==> config.mk <==
export PLATFORM = sky130hd
export DESIGN_NAME = pe
export DESIGN_NICKNAME = d
export VERILOG_FILES = /design/src/rtl/pe.sv
export SDC_FILE = /design/constraint.sdc
export NUM_CORES = 1
export LEC_CHECK = 0
export BUFFER_PORTS_ARGS = -buffer_cell sky130_fd_sc_hd__buf_2
export CAP_MARGIN = 15
export CORE_ASPECT_RATIO = 0.75
export CORE_MARGIN = 3
export CORE_UTILIZATION = 55
export CTS_BUF_LIST = sky130_fd_sc_hd__clkbuf_8
export DETAILED_ROUTE_END_ITERATION = 6
export PLACE_DENSITY_LB_ADDON = 0.15
export SYNTH_ARGS = -nofsm -noshare
export SYNTH_HDL_FRONTEND = slang
export SYNTH_SLANG_ARGS = --single-unit
==> constraint.sdc <==
create_clock -name clk -period 4.23 [get_ports clk]
set_input_delay 0.423 -clock clk [delete_from_list [all_inputs] [get_ports clk]]
set_output_delay 0.423 -clock clk [all_outputs]
set_load 0.02 [all_outputs]
==> src/rtl/pe.sv <==


module pe #(
   parameter int size = 4
) (
   input  logic             clk,
   input  logic             rstn,
   input  logic             preclk,
   input  logic [7:0]       weight,
   input  logic [7:0]       in,
   input  logic [size+15:0] psum0,
   input  logic [size+15:0] psum1,
   output logic [7:0]       weightO,
   output logic [7:0]       inO,
   output logic [size+15:0] psumO0,
   output logic [size+15:0] psumO1
);

   localparam int W = size + 16;

   logic [7:0]   weight_q, weight_d;
   logic [7:0]   in_q, in_d;
   logic [W-1:0] psum0_q, psum0_d;
   logic [W-1:0] psum1_q, psum1_d;

   logic [W-1:0] mcand;
   logic [W-1:0] mcand2;
   logic [8:0]   mplier;
   logic [W-1:0] pp [4];
   logic [W-1:0] boothCorr;

   logic [W-1:0] s1, c1, s2, c2, s3, c3, s4, c4, s5, c5;

   // 3:2 compressor sum bit. All operands wrap modulo 2^W.
   function automatic logic [W-1:0] csaSum(input logic [W-1:0] a,
                                           input logic [W-1:0] b,
                                           input logic [W-1:0] c);
      return a ^ b ^ c;
   endfunction

   // 3:2 compressor carry bit. It moves up one place, and the carry out of
   // the MSB is dropped because the arithmetic is modulo 2^W.
   function automatic logic [W-1:0] csaCarry(input logic [W-1:0] a,
                                             input logic [W-1:0] b,
                                             input logic [W-1:0] c);
      return ((a & b) | (a & c) | (b & c)) << 1;
   endfunction

   // Radix-4 Booth recoding of the activation against the stored weight.
   // A negative digit uses the inverted multiple. Its +1 at bit 2i is
   // collected in boothCorr. Those bits never overlap, so a single extra
   // operand carries all four of them.
   always_comb begin
      mcand     = {{(W-8){weight_q[7]}}, weight_q};
      mcand2    = mcand << 1;
      mplier    = {in, 1'b0};
      boothCorr = '0;
      for (int i = 0; i < 4; i++) begin
         pp[i] = '0;
         case (mplier[2*i +: 3])
            3'b001, 3'b010: pp[i] = mcand << (2*i);
            3'b011:         pp[i] = mcand2 << (2*i);
            3'b100: begin
               pp[i]          = (~mcand2) << (2*i);
               boothCorr[2*i] = 1'b1;
            end
            3'b101, 3'b110: begin
               pp[i]          = (~mcand) << (2*i);
               boothCorr[2*i] = 1'b1;
            end
            default:        pp[i] = '0;
         endcase
      end
   end

   // Wallace-style 3:2 tree. It reduces seven operands to two: four partial
   // products, the Booth correction word, and both incoming psum words.
   assign s1 = csaSum  (pp[0], pp[1], pp[2]);
   assign c1 = csaCarry(pp[0], pp[1], pp[2]);
   assign s2 = csaSum  (pp[3], boothCorr, psum0);
   assign c2 = csaCarry(pp[3], boothCorr, psum0);
   assign s3 = csaSum  (s1, c1, s2);
   assign c3 = csaCarry(s1, c1, s2);
   assign s4 = csaSum  (s3, c3, c2);
   assign c4 = csaCarry(s3, c3, c2);
   assign s5 = csaSum  (s4, c4, psum1);
   assign c5 = csaCarry(s4, c4, psum1);

   // Next-state selection: the weight loads only when preclk is high.
   // The activation and the carry-save result advance every cycle.
   always_comb begin
      weight_d = preclk ? weight : weight_q;
      in_d     = in;
      psum0_d  = s5;
      psum1_d  = c5;
   end

   // Pipeline registers. Reset clears both the stored weight and any
   // pending result.
   always_ff @(posedge clk or negedge rstn) begin
      if (!rstn) begin
         weight_q <= '0;
         in_q     <= '0;
         psum0_q  <= '0;
         psum1_q  <= '0;
      end else begin
         weight_q <= weight_d;
         in_q     <= in_d;
         psum0_q  <= psum0_d;
         psum1_q  <= psum1_d;
      end
   end

   assign weightO = weight_q;
   assign inO     = in_q;
   assign psumO0  = psum0_q;
   assign psumO1  = psum1_q;

endmodule

== Yosys cells after proc, flatten, opt, wreduce, memory -nomap -nowiden ==
Index checks and enable logic that the tools add are counted.

* Flip-flop bits (word level): 55
* Output and inout bits: 56

* Eq/ne operators: 21
* Muxes and demuxes: 8
* Bitwise logic cells: 37
* Reductions and logical operators: 10

{| class="wikitable"
|+ Operators by type and width
! kind !! number
|-
| 19-bit bitwise AND || 13
|-
| 20-bit one-hot mux with 4 select lines || 3
|-
| 19-bit bitwise OR || 10
|-
| 20-bit XOR || 9
|-
| 20-bit one-hot mux with 3 select lines || 1
|-
| 20-bit NOT || 2
|-
| 3-bit == test, second input constant || 9
|-
| 20-bit by 7-bit XOR with 20-bit output || 1
|-
| 19-bit by 7-bit bitwise AND with 19-bit output || 1
|-
| 7-bit by 19-bit bitwise AND with 19-bit output || 1
|-
| 3-bit by 2-bit == test with 1-bit output, second input constant || 6
|-
| 2-bit OR reduction || 7
|-
| 3-bit by 1-bit == test with 1-bit output, second input constant || 3
|-
| 3-bit OR reduction || 3
|-
| 2-bit == test, second input constant || 2
|-
| 1-bit 2-to-1 mux || 4
|-
| 2-bit by 1-bit == test with 1-bit output, second input constant || 1
|}

== Logic depth before layout (Yosys ltp) ==
* Word-level depth: 15
* Gate-level depth with buffers: 13

== Least setup slack after synthesis ==
Ideal clock, no wire load.

* Kind: in2reg
* Start: input port in[3]
* End: register psum0_q[19], in the netlist psumO0[19]
* Setup time: 0.123 ns
* Data arrival time: 3.343 ns
* Required time: 4.107 ns
* Path slack: 0.764 ns
* Cell stages on the path: 12
* Cell sequence: buf_4 -> buf_2 -> a21oi_1 -> mux2i_1 -> fa_1 -> inv_1 -> fa_1 -> inv_1 -> fa_1 -> xnor2_1 -> xnor3_1 -> xnor2_1

* Longest elaborated chain between the ends: 14
* Elaborated cells between the ends (all ways): 41
* Classes of those cells: eq/ne (12); mux (2); bitwise (23); reduce/logical (4)

{| class="wikitable"
|+ RTL lines
! item !! line !! text
|-
| start: declaration || 10 || <nowiki>input logic [7:0] in,</nowiki>
|-
| 3-bit == test, or another cell as far along || 60 || <nowiki>case (mplier[2*i +: 3])</nowiki>
|-
| 2-bit OR reduction || 60 ||
|-
| 20-bit one-hot mux with 4 select lines || 60 ||
|-
| 19-bit bitwise AND || 46 || <nowiki>return ((a & b) | (a & c) | (b & c)) << 1;</nowiki>
|-
| 19-bit bitwise OR (2 in series) || 46 ||
|-
| 19-bit bitwise AND || 46 ||
|-
| 19-bit bitwise OR (2 in series) || 46 ||
|-
| 19-bit bitwise AND || 46 ||
|-
| 19-bit bitwise OR (2 in series) || 46 ||
|-
| 20-bit XOR (*) (2 in series) || 38 || <nowiki>return a ^ b ^ c;</nowiki>
|-
| named net psum0_d[19] || 23 || <nowiki>logic [W-1:0] psum0_q, psum0_d;</nowiki>
|-
| end signal: assignment || 109 || <nowiki>psum0_q <= psum0_d;</nowiki>
|-
| end: declaration || 23 ||
|}

The timed path passes the listed nets; every way through them passes the cells marked *.
A chain may end at the register's enable or synchronous reset.

== Worst setup path after layout ==
* Start: register weight_q[7], in the netlist weightO[7]
* End: register psum0_q[19], in the netlist psumO0[19]

* Longest elaborated chain between the ends: 13
* Elaborated cells between the ends (all ways): 35
* Classes of those cells: mux (4); bitwise (31)

{| class="wikitable"
|+ RTL lines
! item !! line !! text
|-
| start: declaration || 21 || <nowiki>logic [7:0] weight_q, weight_d;</nowiki>
|-
| start signal: assignment || 107 || <nowiki>weight_q <= weight_d;</nowiki>
|-
| 20-bit NOT, on equally long branches || 68, 64 ||
|-
| 20-bit one-hot mux with 4 select lines or 20-bit one-hot mux with 3 select lines (tied branches) || 60 ||
|-
| 19-bit bitwise AND || 46 ||
|-
| 19-bit bitwise OR (2 in series) || 46 ||
|-
| 19-bit bitwise AND || 46 ||
|-
| 19-bit bitwise OR (2 in series) || 46 ||
|-
| 19-bit bitwise AND || 46 ||
|-
| 19-bit bitwise OR (2 in series) || 46 ||
|-
| 20-bit XOR (*) (2 in series) || 38 ||
|-
| named net psum0_d[19] || 23 ||
|}

Marks and branches as above.

==> impl_metrics.ini <==
[clocking]
cts.hold.buffers_added = 0
clkTransAtPathRegs_ns = 0.10
postCtsResizedCells = 0
clock-sinks = 55
clock_path_buffers = 2
numCtsBuffers = 5
post_cts_buffers = 0
cts_max_level = 2
tritoncts = yes
worstSkewPairLatency_ns = 0.31
cts-root-buf = clkbuf_8

[routing]
drt-total-wl_mm = 8.72
ant_nets = 0
drt-initial-drc-count = 109
remaining_drc_errors = 0
routed_via_density = 4.93
wire_per_inst_um = 15.2
num_vias = 2834
firstDrtPassIters = 4

[global_routing]
antenna_found_initial = 0
grt-ovfl-total = 0
grt_max_degree = 56
grt_util_all_layers = 0.214
grt_pass1_wl_mm = 14.5
grt_pass1_vias = 2925

[layout]
diodes = 0
layout_commonest_cell = buf_2
fin_nets = 616
final_area_um2 = 4970
fin_cells = 575
seq_area_um2 = 1380
mostFrequentLayoutCells = buf_2, inv_1, fa_1
area_growth_pct = 15.4
drive_above_1_share = 0.285
nFillCells = 610
multi_input_area_um2 = 2490

[synthesis]
synth-simple-area-share = 0.0267
synth-warning-count = 0
netlist_area_um2 = 4310
syn_area_per_cell_um2 = 11.5
synth_top_family_by_area = adder cells
synth_xor_area_frac = 0.0723
ys_types = 37
ys_seq_area_frac = 0.319
ys_ff_latch = 55
synth_nets = 517
synthMuxAreaShare = 0.0453
synth-compound-area-share = 0.0876
synthCells = 374
synth_fa_ha_area_frac = 0.345

[sta]
min_period_ns = 3.62
worstMarginPinSlew_ns = 0.697
final-hold-violation-count = 0
fin_worst_skew_ns = 0.00973
rsz0062_at_grt = no
timing.hold.ws_ns = 0.246
drv_slew = 0
period_share = 0.855
tns_ns = 0
finalSetupViolCount = 0
fmax_mhz = 276
slew_headroom = 0.535

[pwr]
powerDensity_nw_per_um2 = 523
finalPower_mw = 2.60
ir_drop_v = 0.000405
p_leak_nw = 2.63

[critical_path]
cp_slowest_stage_delay_ns = 0.72
critical_path_arrival_ns = 3.82
timing.critical_path.mode_cell = fa_1
slowest_stage = dfrtp_1
required_ns = 4.43
crit_chain = nand2b_1 -> o22a_1 -> fa_1 -> inv_1 -> fa_1 -> inv_1 -> fa_1 -> xnor2_1 -> xnor3_1 -> xnor2_1
crit_path_end_kind = register
path_class = reg2reg
critPathMaxFanout = 13
start_kind = register

[run]
max-cap-violations = 0

[die]
row_count = 27
core_region_area_um2 = 7470
start_util = 0.578
die_h_um = 82.7
io-pin-count = 115
die_w_um = 108
die_area_um2 = 8950

[placement]
globalplace.congestion = 0.811
numPortBuffers = 113
placedInstanceArea_um2 = 4890
place_inst = 567
place_hpwl_mm = 7.07

[worst_hold_path]
holdCritPathClass = in2async

[run_status]
status = finished clean
[synth_stat cells, drive strengths merged]
| cell type | number | share of area |
|---|---|---|
| a21boi | 1 | 0.0017 |
| o21ai | 17 | 0.020 |
| nand2b | 1 | 0.0015 |
| nand3b | 1 | 0.0017 |
| o21ba | 1 | 0.0023 |
| xor2 | 23 | 0.047 |
| xnor3 | 1 | 0.0052 |
| and3b | 3 | 0.0061 |
| nor2b | 1 | 0.0015 |
| buf | 16 | 0.025 |
| o22ai | 3 | 0.0044 |
| a22oi | 16 | 0.028 |
| ha | 26 | 0.075 |
| inv | 81 | 0.071 |
| o22a | 1 | 0.0020 |
| a21oi | 8 | 0.0093 |
| fa | 58 | 0.27 |
| mux2i | 9 | 0.021 |
| clkbuf | 9 | 0.0081 |
| nand4 | 1 | 0.0015 |
| mux2 | 9 | 0.024 |
| dfrtp | 55 | 0.32 |
| nand2 | 5 | 0.0044 |
| conb | 1 | 0.00087 |
| xnor2 | 10 | 0.020 |
| o211ai | 2 | 0.0035 |
| or3b | 3 | 0.0067 |
| a22o | 5 | 0.010 |
| nor2 | 4 | 0.0035 |
| o2bb2ai | 2 | 0.0041 |
| a221o | 1 | 0.0026 |
[worst paths after layout]
kind                                   startpoint                      to  slack [ns]  cells past startpoint
max in group asynchronous                    rstn    psumO0[12]$_DFF_PN0_        3.53                      2
min reg2reg                weightO[0]$_DFFE_PN0P_  weightO[0]$_DFFE_PN0P_        0.86                      1
min in group clk                            in[6]        inO[6]$_DFF_PN0_        0.31                      1
min                                          rstn     psumO0[1]$_DFF_PN0_        0.25                      2
max                        weightO[7]$_DFFE_PN0P_    psumO0[19]$_DFF_PN0_        0.61                     10
max reg2reg                weightO[7]$_DFFE_PN0P_    psumO0[19]$_DFF_PN0_        0.61                     10
[logic make-up (layout without fill, tap and decap cells)]
group,count (synthesis),after routing
compound gates,57,57
fa+ha+maj,84,84
mux,18,18
flops,55,55
simple gates,19,19
buf+inv,106,206
xor+xnor,34,34
other cells,1,1
[metrics by stage]
stage / util / setup WS (ns)
after global routing: 0.666 / 0.382
after global placement: 0.655 / 0.607
after floorplan: - / 0.764
after CTS: 0.666 / 0.615
final: 0.666 / 0.613
after detailed placement: 0.655 / 0.504
[cell type report]
class | instances | share of cell area
inverter | 81 | 0.0611
clock inverter | 3 | 0.00252
multi-input combinational | 213 | 0.501
clock buffer | 5 | 0.0138
sequential | 55 | 0.277
timing repair buffer | 117 | 0.120
tap | 101 | 0.0254
[metal layers]
layer  GRT usage  routed length [um]  share of wire  up-vias
met3      0.0404                 538          0.062        6
met1       0.305                4030           0.46     1379
met5           0                   0              0        -
li1            -                   -              -     1362
met2       0.352                4110           0.47       87
met4      0.0303                  49         0.0056        0
[flip-flops by register name (all words and copies together) (netlist names)]
name / count
psumO1: 19
psumO0: 20
inO: 8
weightO: 8
[where the power goes]
part / leakage (nW) / total, mW / switching (mW) / internal [mW]
clock: 0.0505 / 0.284 / 0.172 / 0.112
sequential: 0.654 / 0.807 / 0.0753 / 0.732
combinational: 1.93 / 1.51 / 0.892 / 0.620
[worst max-delay path, delay by kind of cell, from the launching register on]
family | cells | cell delay, ns
buffers and inverters | 2 | 0.23
adders and majority gates | 3 | 1.46
and+or+nand+nor | 1 | 0.15
AOI/OAI and AO/OA | 1 | 0.25
xor gates and xnor gates | 3 | 0.70
DFF | 1 | 0.72
(Power assumes the default switching activity.)
